--- src/rtl/lc3_ctrl_pkg.sv ---
// Shared definitions for the LC3 fetch/pipeline controller: data-memory
// state encodings, FSM state type and default timing constants.
package lc3_ctrl_pkg;

    // Encodings presented on mem_state
    localparam logic [1:0] MEM_RD   = 2'd0;
    localparam logic [1:0] MEM_IND  = 2'd1;
    localparam logic [1:0] MEM_WR   = 2'd2;
    localparam logic [1:0] MEM_IDLE = 2'd3;

    // Default timing constants
    localparam int BR_BUBBLES_DEFAULT  = 2;
    localparam int MEM_TIMEOUT_DEFAULT = 15;
    localparam int FILL_DEPTH_DEFAULT  = 3;

    // Wide enough for the largest legal MEM_TIMEOUT
    localparam int TIMER_WIDTH = 8;

    typedef enum logic [2:0] {
        S_RESET,
        S_FILL,
        S_RUN,
        S_MEM_IND,
        S_MEM,
        S_BUBBLE
    } fetch_ctrl_state_t;

endpackage

--- src/rtl/lc3_stall_timer.sv ---
// Loadable down-counter with zero flag. One instance serves the fill,
// bubble and data-memory timeout counts since those phases never overlap.
// count_next is exposed so the owner can register outputs that depend on
// the value the counter is about to take.
module lc3_stall_timer
#(
    parameter int WIDTH = 8
) (
    input  logic             clock,
    input  logic             reset,
    input  logic             load,
    input  logic [WIDTH-1:0] load_value,
    input  logic             dec,
    output logic [WIDTH-1:0] count_next,
    output logic             zero
);

    logic [WIDTH-1:0] count;

    // Load has priority over decrement; the count saturates at zero
    always_comb begin
        count_next = count;
        if (load) begin
            count_next = load_value;
        end else if (dec && (count != '0)) begin
            count_next = count - WIDTH'(1);
        end
    end

    // Counter register, cleared by synchronous reset
    always_ff @(posedge clock) begin
        if (reset) begin
            count <= '0;
        end else begin
            count <= count_next;
        end
    end

    assign zero = (count == '0);

endmodule

--- src/rtl/lc3_fetch_ctrl.sv ---
// LC3 fetch-stage and pipeline-enable sequencer. Fills the pipeline after
// reset or a control transfer, stalls for data-memory accesses (with an
// optional indirect-address phase and a timeout), and inserts bubbles after
// branches. Every output comes straight from a flop: the next-state logic
// also decides the outputs for the following cycle.
module lc3_fetch_ctrl
    import lc3_ctrl_pkg::*;
#(
    parameter int BR_BUBBLES  = BR_BUBBLES_DEFAULT,
    parameter int MEM_TIMEOUT = MEM_TIMEOUT_DEFAULT,
    parameter int FILL_DEPTH  = FILL_DEPTH_DEFAULT
) (
    input  logic       clock,
    input  logic       reset,
    input  logic       complete_instr,
    input  logic       complete_data,
    input  logic       mem_req,
    input  logic       mem_write,
    input  logic       mem_indirect,
    input  logic       ctrl_xfer,
    input  logic       br_taken,
    output logic       enable_fetch,
    output logic       enable_updatePC,
    output logic       br_taken_out,
    output logic       instrmem_rd,
    output logic       enable_decode,
    output logic       enable_execute,
    output logic       enable_writeback,
    output logic [1:0] mem_state,
    output logic       mem_timeout_err
);

    fetch_ctrl_state_t state, next_state;

    logic                   tmr_load;
    logic                   tmr_dec;
    logic [TIMER_WIDTH-1:0] tmr_value;
    logic [TIMER_WIDTH-1:0] count_next;
    logic                   tmr_zero;

    // Store/load qualifier captured at request time, held through the access
    logic mem_write_q;
    logic nx_mem_write_q;

    logic       nx_fetch, nx_update_pc, nx_br_taken, nx_instrmem_rd;
    logic       nx_decode, nx_execute, nx_writeback, nx_timeout_err;
    logic [1:0] nx_mem_state;

    lc3_stall_timer #(
        .WIDTH(TIMER_WIDTH)
    ) u_timer (
        .clock      (clock),
        .reset      (reset),
        .load       (tmr_load),
        .load_value (tmr_value),
        .dec        (tmr_dec),
        .count_next (count_next),
        .zero       (tmr_zero)
    );

    // Next-state, timer control and next-cycle output decode
    always_comb begin
        next_state     = state;
        tmr_load       = 1'b0;
        tmr_dec        = 1'b0;
        tmr_value      = '0;
        nx_mem_write_q = mem_write_q;
        nx_br_taken    = br_taken_out;
        nx_timeout_err = mem_timeout_err;
        nx_fetch       = 1'b0;
        nx_update_pc   = 1'b0;
        nx_instrmem_rd = 1'b0;
        nx_decode      = 1'b0;
        nx_execute     = 1'b0;
        nx_writeback   = 1'b0;
        nx_mem_state   = MEM_IDLE;

        case (state)
            S_RESET: begin
                next_state = S_FILL;
                tmr_load   = 1'b1;
                tmr_value  = TIMER_WIDTH'(FILL_DEPTH);
            end
            S_FILL: begin
                if (tmr_zero) begin
                    next_state = S_RUN;
                end else begin
                    tmr_dec = 1'b1;
                end
            end
            S_RUN: begin
                if (!complete_instr) begin
                    next_state = S_RUN;
                end else if (mem_req) begin
                    next_state     = mem_indirect ? S_MEM_IND : S_MEM;
                    nx_mem_write_q = mem_write;
                    tmr_load       = 1'b1;
                    tmr_value      = TIMER_WIDTH'(MEM_TIMEOUT - 1);
                end else if (ctrl_xfer) begin
                    next_state  = S_BUBBLE;
                    nx_br_taken = br_taken;
                    tmr_load    = 1'b1;
                    tmr_value   = TIMER_WIDTH'(BR_BUBBLES - 1);
                end
            end
            S_MEM_IND: begin
                if (complete_data) begin
                    next_state = S_MEM;
                    tmr_load   = 1'b1;
                    tmr_value  = TIMER_WIDTH'(MEM_TIMEOUT - 1);
                end else if (tmr_zero) begin
                    next_state     = S_RUN;
                    nx_timeout_err = 1'b1;
                end else begin
                    tmr_dec = 1'b1;
                end
            end
            S_MEM: begin
                if (complete_data) begin
                    next_state = S_RUN;
                end else if (tmr_zero) begin
                    next_state     = S_RUN;
                    nx_timeout_err = 1'b1;
                end else begin
                    tmr_dec = 1'b1;
                end
            end
            S_BUBBLE: begin
                if (tmr_zero) begin
                    next_state = S_FILL;
                    tmr_load   = 1'b1;
                    tmr_value  = TIMER_WIDTH'(FILL_DEPTH);
                end else begin
                    tmr_dec = 1'b1;
                end
            end
            default: begin
                next_state = S_RESET;
            end
        endcase

        case (next_state)
            S_FILL: begin
                nx_fetch       = 1'b1;
                nx_instrmem_rd = 1'b1;
                nx_update_pc   = 1'b1;
                nx_decode      = (count_next < TIMER_WIDTH'(FILL_DEPTH));
                nx_execute     = (count_next < TIMER_WIDTH'(FILL_DEPTH - 1));
                nx_writeback   = (count_next == '0);
            end
            S_RUN: begin
                if ((state == S_RUN) && !complete_instr) begin
                    nx_instrmem_rd = 1'b1;
                end else if ((state == S_MEM) || (state == S_MEM_IND)) begin
                    nx_instrmem_rd = 1'b1;
                    nx_writeback   = (state == S_MEM) && complete_data && !mem_write_q;
                end else begin
                    nx_fetch       = 1'b1;
                    nx_update_pc   = 1'b1;
                    nx_instrmem_rd = 1'b1;
                    nx_decode      = 1'b1;
                    nx_execute     = 1'b1;
                    nx_writeback   = 1'b1;
                end
            end
            S_MEM_IND: begin
                nx_mem_state = MEM_IND;
            end
            S_MEM: begin
                nx_mem_state = nx_mem_write_q ? MEM_WR : MEM_RD;
            end
            S_BUBBLE: begin
                nx_update_pc = (state == S_RUN);
                nx_writeback = (state == S_RUN);
            end
            default: begin
                nx_mem_state = MEM_IDLE;
            end
        endcase
    end

    // State and registered outputs; reset wins over any phase in progress
    always_ff @(posedge clock) begin
        if (reset) begin
            state            <= S_RESET;
            mem_write_q      <= 1'b0;
            enable_fetch     <= 1'b0;
            enable_updatePC  <= 1'b0;
            br_taken_out     <= 1'b0;
            instrmem_rd      <= 1'b0;
            enable_decode    <= 1'b0;
            enable_execute   <= 1'b0;
            enable_writeback <= 1'b0;
            mem_state        <= MEM_IDLE;
            mem_timeout_err  <= 1'b0;
        end else begin
            state            <= next_state;
            mem_write_q      <= nx_mem_write_q;
            enable_fetch     <= nx_fetch;
            enable_updatePC  <= nx_update_pc;
            br_taken_out     <= nx_br_taken;
            instrmem_rd      <= nx_instrmem_rd;
            enable_decode    <= nx_decode;
            enable_execute   <= nx_execute;
            enable_writeback <= nx_writeback;
            mem_state        <= nx_mem_state;
            mem_timeout_err  <= nx_timeout_err;
        end
    end

    // A memory op and a control transfer can never share the execute stage
    illegal_mem_and_xfer: assert property (
        @(posedge clock) disable iff (reset)
        !((state == S_RUN) && mem_req && ctrl_xfer)
    );

endmodule

--- config.mk ---
export PLATFORM = sky130hd
export DESIGN_NAME = lc3_fetch_ctrl
export DESIGN_NICKNAME = d
export VERILOG_FILES = /design/src/rtl/lc3_ctrl_pkg.sv /design/src/rtl/lc3_stall_timer.sv /design/src/rtl/lc3_fetch_ctrl.sv
export SDC_FILE = /design/constraint.sdc
export NUM_CORES = 1
export LEC_CHECK = 0
export CAP_MARGIN = 20
export CORE_UTILIZATION = 45
export CTS_CLUSTER_DIAMETER = 100
export CTS_CLUSTER_SIZE = 20
export DETAILED_ROUTE_END_ITERATION = 12
export GPL_TIMING_DRIVEN = 1
export PLACE_DENSITY = 0.68
export SYNTH_ARGS = -nofsm -noshare
export SYNTH_HDL_FRONTEND = slang
export SYNTH_SLANG_ARGS = --single-unit
export TNS_END_PERCENT = 20
--- constraint.sdc ---
create_clock -name clock -period 4.25 [get_ports clock]
set_input_delay 1.275 -clock clock [delete_from_list [all_inputs] [get_ports clock]]
set_output_delay 1.275 -clock clock [all_outputs]
set_load 0.02 [all_outputs]
==> flow_summary.json, run 1 <==
{
  "finalMaxSlewViolations": 0,
  "fin_util": 0.568,
  "nets": 180,
  "min_path_type": "reg -> reg",
  "layout_min_cycle_time_ns": 3.20,
  "root_buffer": "clkbuf_4",
  "cts_setup_buffers": 0,
  "outcome": "complete, no violations",
  "track_usage": 0.213,
  "hpwl_um": 2340,
  "irDropWorstVdd_mv": 0.494,
  "worstPathRequired_ns": 4.47,
  "overflow": 0,
  "syn_area_mm2": 0.00133,
  "ios": 19,
  "p_per_area_mw_per_mm2": 790,
  "ys_warn_count": 0,
  "clock_path_buffers": 2,
  "tightestPinTransition_ns": 0.586,
  "die_h_um": 56.4,
  "wire_per_inst_um": 15.5,
  "rsz0062_at_grt": "false",
  "setup-violations-final": 0,
  "die_w_um": 56.4,
  "cts_inserted_buffers": 3,
  "crit_type": "in -> reg",
  "drive_above_1_share": 0.131,
  "p_total_uw": 1250,
  "synth_top_area_share": 0.331,
  "routed_wl_um": 3090,
  "synth_area_leaders": "dfxtp_1, nor2_1, a21oi_1",
  "synth_edf_count": 0,
  "num_vias": 1202,
  "yosysTopAreaCell": "dfxtp_1",
  "via_per_inst": 6.04,
  "antenna_cells": 0,
  "synth_cell_type_count": 55,
  "hold_viol": 0,
  "fin_tns_setup_ns": 0,
  "clock-sinks": 22,
  "grt_pass1_vias": 1189,
  "path_clk_slew_ns": 0.12,
  "io_buffers": 18,
  "drv_cap": 0,
  "endpoint_kind": "register",
  "skew_ns": 0.00326,
  "p_leak_uw": 0.000562,
  "areaGrowthSynthToFinish_pct": 18.5,
  "syn_avg_cell_area_um2": 8.82,
  "drcViolationCount": 0,
  "core-area_mm2": 0.00278,
  "gp_congestion": 0.842,
  "seq_area_frac_synth": 0.331,
  "antenna_found_initial": 0,
  "dr.pass1.iters": 4,
  "cts.hold.buffers_added": 0,
  "async_flop_share": 0,
  "ant_nets": 0,
  "synthCells": 151,
  "ys_ff_latch": 22,
  "grt_max_degree": 18,
  "post-place-ws_ns": 0.753,
  "fin_ws_ns": 1.05,
  "grt_pass1_wl_um": 5330,
  "cp_max_fo": 8,
  "syn_nets": 162,
  "fp.dieArea_mm2": 0.00318,
  "htreeDepth": 1,
  "cts_resized": 0,
  "worstPathArrival_ns": 3.43,
  "nFillCells": 257,
  "fmax_mhz": 312,
  "clk_latency_ns": 0.31,
  "drtIter0Drc": 51,
  "slew_headroom": 0.608,
  "fin_crit_sh": 0.754,
  "crit_path_start_kind": "primary input",
  "synth_ff_type": "dfxtp_1",
  "placementRows": 19,
  "tritoncts": "yes",
  "start_util": 0.479
}
final timing paths:
| kind | start | endpoint | slack, ns | cells after the start |
|---|---|---|---|---|
| worst min register to register | mem_timeout_err | mem_timeout_err | 0.51 | 2 |
| worst max register to register | u_timer.count[0] | enable_writeback | 1.72 | 8 |
| worst min-delay path | mem_timeout_err | mem_timeout_err | 0.51 | 2 |
| worst max-delay path | complete_data | enable_writeback | 1.05 | 7 |
cells by family after synthesis:
group | after synthesis | share of synthesized area
AND/OR/NAND/NOR | 71 | 0.324
AO/OA/AOI/OAI | 41 | 0.248
flip-flops | 22 | 0.331
buffers and inverters | 7 | 0.0244
XOR/XNOR | 6 | 0.0394
multiplexers | 2 | 0.0150
adder cells (fa/ha/maj) | 2 | 0.0188
layout by cell type, fill, tap and decap left out, types with 2 or more instances in the layout:
master,n
or4b_2,2
a22oi_1,2
inv_1,2
o211ai_1,2
nand2_1,10
a221oi_2,2
dfxtp_1,22
nor4_1,2
ha_1,2
o31ai_1,2
or2_2,4
nor2b_1,4
clkdlybuf4s50_1,18
o21ai_0,2
nor4_4,2
nor2_1,20
or3_1,2
nor3_1,3
xnor2_1,2
clkbuf_4,3
o21bai_1,2
o21a_1,2
a31oi_1,2
nand3_1,3
xor2_1,4
mux2i_1,2
nand2b_1,6
nand4_1,2
a21oi_1,11
and2_1,2
cells in the mapped netlist (3+ instances only):
cell type,number
nand2_1,10
nand3_1,3
a21oi_1,11
or2_2,4
xor2_1,4
dfxtp_1,22
nor2b_1,4
nor2_1,20
nand2b_1,6
nor3_1,3
per-stage QoR:
stage | hold slack [ns] | instances | cell area [µm²]
3_3_place_gp | 0.478 | 195 | 1530
3_5_place_dp | 0.495 | 195 | 1530
6_report | 0.508 | 199 | 1580
5_1_grt | 0.539 | 199 | 1580
4_1_cts | 0.526 | 199 | 1580
2_1_floorplan | 0.485 | 151 | 1330
cell type report:
class / count / area, µm² / share of cell area
well taps: 31 / 38.8 / 0.0246
multi-input cells: 122 / 860 / 0.544
clock inverters: 1 / 30.0 / 0.0190
clock buffers: 3 / 22.5 / 0.0143
flip-flops and latches: 22 / 440 / 0.279
inverters: 2 / 7.51 / 0.00475
repair buffers: 18 / 180 / 0.114
critical path, stage by stage:
cell and delay (ns):
clkdlybuf4s50_1 0.54, nor2b_1 0.24, a221oi_2 0.44, a21oi_1 0.17, o31ai_2 0.32, o2111ai_1 0.19
a221oi_2 0.25
registers in the layout, summed over array words and instances (netlist names):
register and cells:
enable_fetch 1, instrmem_rd 1, mem_write_q 1, br_taken_out 1
enable_execute 1, u_timer.count 8, enable_writeback 1, mem_timeout_err 1
mem_state 2, state 3, enable_updatePC 1, enable_decode 1
per-layer routing:
metal / share of wire / up-vias / track usage
met2: 0.47 / 34 / 0.344
met5: 0 / - / 0
met4: 0.015 / 0 / 0.0871
met1: 0.46 / 567 / 0.289
met3: 0.053 / 6 / 0.0230
li1: - / 595 / -
power by group:
group / switching, µW / leakage (µW) / internal (µW)
combinational: 438 / 0.000354 / 324
sequential: 62.8 / 0.000180 / 265
clock: 62.8 / 0.0000279 / 95.3
total: 563 / 0.000562 / 684
Note: power is estimated with default switching activity, not from simulation.
==> inputs of run 2 (changes only) <==
==> constraint.sdc (replaced) <==
create_clock -name clock -period 3.02 [get_ports clock]
set_input_delay 0.906 -clock clock [delete_from_list [all_inputs] [get_ports clock]]
set_output_delay 0.906 -clock clock [all_outputs]
set_load 0.02 [all_outputs]
==> flow_summary.json, run 2 (synthesis gave the netlist of run 1 again) <==
{
  "outcome": "complete, no violations",
  "max_flop_register": "u_timer.count",
  "crit_path_start_kind": "primary input",
  "nets": 190,
  "cts_resized": 0,
  "placementRows": 19,
  "gp_congestion": 0.861,
  "drv_cap": 0,
  "fmax_mhz": 362,
  "antenna_cells": 0,
  "setup-violations-final": 0,
  "hpwl_um": 2450,
  "reg2reg_depth": 8,
  "rsz0062_at_grt": "false",
  "slew_headroom": 0.639,
  "io_buffers": 18,
  "crit_type": "in -> reg",
  "die_w_um": 56.4,
  "hold_viol": 0,
  "tightestPinTransition_ns": 0.542,
  "track_usage": 0.207,
  "clock_path_buffers": 2,
  "hold_depth": 2,
  "fin_crit_sh": 0.916,
  "dr.pass1.iters": 4,
  "endpoint_kind": "register",
  "wire_per_inst_um": 15.0,
  "wl_met3_um": 63,
  "top_regs": "u_timer.count (8), state (3), mem_state (2)",
  "grt_pass1_vias": 1158,
  "grt_max_degree": 14,
  "worstPathRequired_ns": 3.25,
  "top_layer": "met4",
  "start_util": 0.479,
  "die_h_um": 56.4,
  "drcViolationCount": 0,
  "ant_nets": 0,
  "fp.dieArea_mm2": 0.00318,
  "via_per_inst": 5.79,
  "skew_ns": 0.00610,
  "irDropWorstVdd_mv": 0.691,
  "clock-sinks": 22,
  "clk_latency_ns": 0.31,
  "num_vias": 1211,
  "drtIter0Drc": 58,
  "finalMaxSlewViolations": 0,
  "cts_setup_buffers": 0,
  "drive_above_1_share": 0.180,
  "overflow": 0,
  "worstPathArrival_ns": 3.00,
  "tritoncts": "yes",
  "cp_max_fo": 8,
  "met1_length_um": 1540,
  "ios": 19,
  "final_common_cell": "dfxtp_1",
  "cts.hold.buffers_added": 0,
  "p_leak_uw": 0.000610,
  "post_dp_cell_area_mm2": 0.00160,
  "min_path_type": "reg -> reg",
  "root_buffer": "clkbuf_4",
  "core-area_mm2": 0.00278,
  "finish.instance_area_mm2": 0.00165,
  "routed_wl_um": 3130,
  "cts_inserted_buffers": 3,
  "path_clk_slew_ns": 0.13,
  "antenna_found_initial": 0,
  "areaGrowthSynthToFinish_pct": 24.1,
  "grt_pass1_wl_um": 5170,
  "largest_register_ffs": 8,
  "met2_length_um": 1470,
  "final_cell_mix": "dfxtp_1, nor2_1, clkdlybuf4s50_1",
  "layout_min_cycle_time_ns": 2.77,
  "p_per_area_mw_per_mm2": 1150,
  "fin_tns_setup_ns": 0,
  "htreeDepth": 1
}
[run 2: through the flow]
stage	util	setup slack, ns	power [µW]	std cells	hold slack (ns)
4_1_cts	0.595	0.297	1900	209	0.495
3_5_place_dp	0.576	-0.0194	1670	205	0.460
3_3_place_gp	0.576	0.0629	1650	205	0.459
5_1_grt	0.595	0.117	2040	209	0.503
6_report	0.595	0.254	1900	209	0.495
2_1_floorplan	-	0.672	1280	151	0.485
[run 2: worst paths after layout]
path | from | end | slack, ns
max | complete_data | enable_writeback | 0.25
min | mem_timeout_err | mem_timeout_err | 0.50
max reg2reg | u_timer.count[0] | enable_writeback | 0.58
min reg2reg | mem_timeout_err | mem_timeout_err | 0.50
[run 2: final cells by class]
cell class | instances | area [µm²]
Fill cell | 249 | 1130
Multi-Input combinational cell | 122 | 860
Sequential cell | 22 | 440
Timing Repair Buffer | 28 | 255
Tap cell | 31 | 38.8
Clock inverter | 1 | 30.0
Clock buffer | 3 | 22.5
Inverter | 2 | 7.51
[run 2: report_power, final]
group	internal [µW]	switching [µW]
combinational	561	651
clock	134	92.3
sequential	373	88.4
total	1070	831
[run 2: routing by layer]
metal  GRT usage  vias up
met5           0        -
met2       0.345       17
met1       0.274      566
met3      0.0230        6
met4      0.0801        0
li1            -      622
[run 2: worst max-delay path: stages]
cell             delay, ns
clkdlybuf4s50_1       0.49
nor2b_1               0.22
a221oi_2              0.45
a21oi_1               0.19
o31ai_4               0.31
o2111ai_1             0.18
a221oi_2              0.25
==> inputs of run 3 (changes only) <==
--- a/config.mk
+++ b/config.mk
@@ -11,7 +11,7 @@
 export CTS_CLUSTER_SIZE = 20
 export DETAILED_ROUTE_END_ITERATION = 12
 export GPL_TIMING_DRIVEN = 1
-export PLACE_DENSITY = 0.68
+export PLACE_DENSITY = 0.69
 export SYNTH_ARGS = -nofsm -noshare
 export SYNTH_HDL_FRONTEND = slang
 export SYNTH_SLANG_ARGS = --single-unit
==> flow_summary.json, run 3 (synthesis gave the netlist of run 1 again) <==
{
  "routed_wl_um": 3270,
  "worstPathRequired_ns": 3.28,
  "crit_type": "in -> reg",
  "irDropWorstVdd_mv": 0.701,
  "cp_max_fo": 8,
  "io_buffers": 18,
  "top_regs": "u_timer.count (8), state (3), mem_state (2)",
  "setup-violations-final": 0,
  "num_vias": 1273,
  "endpoint_kind": "register",
  "ios": 19,
  "final_common_cell": "dfxtp_1",
  "hold_viol": 0,
  "rsz0062_at_grt": "false",
  "p_leak_uw": 0.000615,
  "clock_path_buffers": 2,
  "grt_max_degree": 14,
  "dr.pass1.iters": 4,
  "track_usage": 0.209,
  "final_cells": 210,
  "path_clk_slew_ns": 0.13,
  "crit_path_start_kind": "primary input",
  "drive_above_1_share": 0.184,
  "clock-sinks": 22,
  "layout_min_cycle_time_ns": 2.85,
  "antenna_found_initial": 0,
  "worstPathArrival_ns": 3.11,
  "post-place-ws_ns": -0.0311,
  "gp_congestion": 0.894,
  "overflow": 0,
  "slew_headroom": 0.617,
  "nFillCells": 256,
  "p_total_uw": 1930,
  "grt_util_met1": 0.291,
  "via_per_inst": 6.06,
  "die_h_um": 56.4,
  "largest_register_ffs": 8,
  "grt_pass1_wl_um": 5270,
  "regArea_um2": 440,
  "hpwl_um": 2360,
  "post_dp_cell_area_mm2": 0.00161,
  "drtIter0Drc": 39,
  "die_w_um": 56.4,
  "wire_per_inst_um": 15.6,
  "busiest_layer": "met2",
  "skew_ns": 0.00790,
  "start_util": 0.479,
  "fin_crit_sh": 0.944,
  "drcViolationCount": 0,
  "p_per_area_mw_per_mm2": 1160,
  "clk_latency_ns": 0.32,
  "tritoncts": "yes",
  "ant_nets": 0,
  "antenna_cells": 0,
  "tightestPinTransition_ns": 0.574,
  "min_path_type": "reg -> reg",
  "fp.dieArea_mm2": 0.00318,
  "drv_cap": 0,
  "root_buffer": "clkbuf_4",
  "grt_pass1_vias": 1185,
  "outcome": "complete, no violations",
  "cts_inserted_buffers": 3,
  "core-area_mm2": 0.00278,
  "cts_setup_buffers": 0,
  "placementRows": 19,
  "final_cell_mix": "dfxtp_1, nor2_1, clkdlybuf4s50_1",
  "grt_use_met2": 0.315,
  "fin_ws_ns": 0.170,
  "htreeDepth": 1,
  "finalMaxSlewViolations": 0,
  "place_inst": 206,
  "finish.instance_area_mm2": 0.00166,
  "cts_resized": 0,
  "areaGrowthSynthToFinish_pct": 24.7,
  "fmax_mhz": 351,
  "grt_use_met3": 0.0323,
  "max_flop_register": "u_timer.count",
  "cts.hold.buffers_added": 0,
  "nets": 191,
  "multi_input_area_um2": 860
}
## run 3: cell count changes in the layout (fill, tap and decap cells not counted), sizes merged
cell  before  now
buf       10   11
## run 3: critical path, stage by stage
cell	delay (ns)
clkdlybuf4s50_1	0.50
nor2b_1	0.22
a221oi_2	0.48
o21ai_0	0.22
a22oi_1	0.35
buf_4	0.18
o221ai_1	0.10
a21oi_1	0.15
## run 3: per-layer routing
| metal | vias up | wire [µm] | share of wire |
|---|---|---|---|
| met2 | 35 | 1480 | 0.45 |
| met1 | 609 | 1570 | 0.48 |
| li1 | 621 | - | - |
| met4 | 0 | 76 | 0.023 |
| met5 | - | 0 | 0 |
| met3 | 8 | 142 | 0.043 |
## run 3: final timing paths
| check | from | end | slack [ns] | depth (start not counted) |
|---|---|---|---|---|
| hold reg to reg | mem_timeout_err | mem_timeout_err | 0.50 | 2 |
| setup / recovery | complete_data | enable_decode | 0.17 | 8 |
| setup reg to reg | u_timer.count[0] | enable_decode | 0.63 | 9 |
| hold / removal | mem_timeout_err | mem_timeout_err | 0.50 | 2 |
## run 3: cell type report
type                            count  area share
Multi-Input combinational cell    122       0.517
Sequential cell                    22       0.265
Timing Repair Buffer               29       0.158
Tap cell                           31      0.0233
Clock inverter                      1      0.0181
Clock buffer                        3      0.0136
Inverter                            2     0.00452
## run 3: report_power, final
| group | internal (µW) | switching [µW] | total, µW |
|---|---|---|---|
| Combinational | 577 | 661 | 1240 |
| Sequential | 373 | 90.0 | 463 |
| Clock | 134 | 96.1 | 230 |
| Total | 1080 | 847 | 1930 |
## run 3: metrics by stage
stage	hold slack (ns)	util	TNS, ns
floorplan	0.485	-	0
global placement	0.469	0.578	0
finish	0.498	0.597	0
detailed placement	0.473	0.578	-0.0463
CTS	0.503	0.597	0
global route	0.529	0.597	0
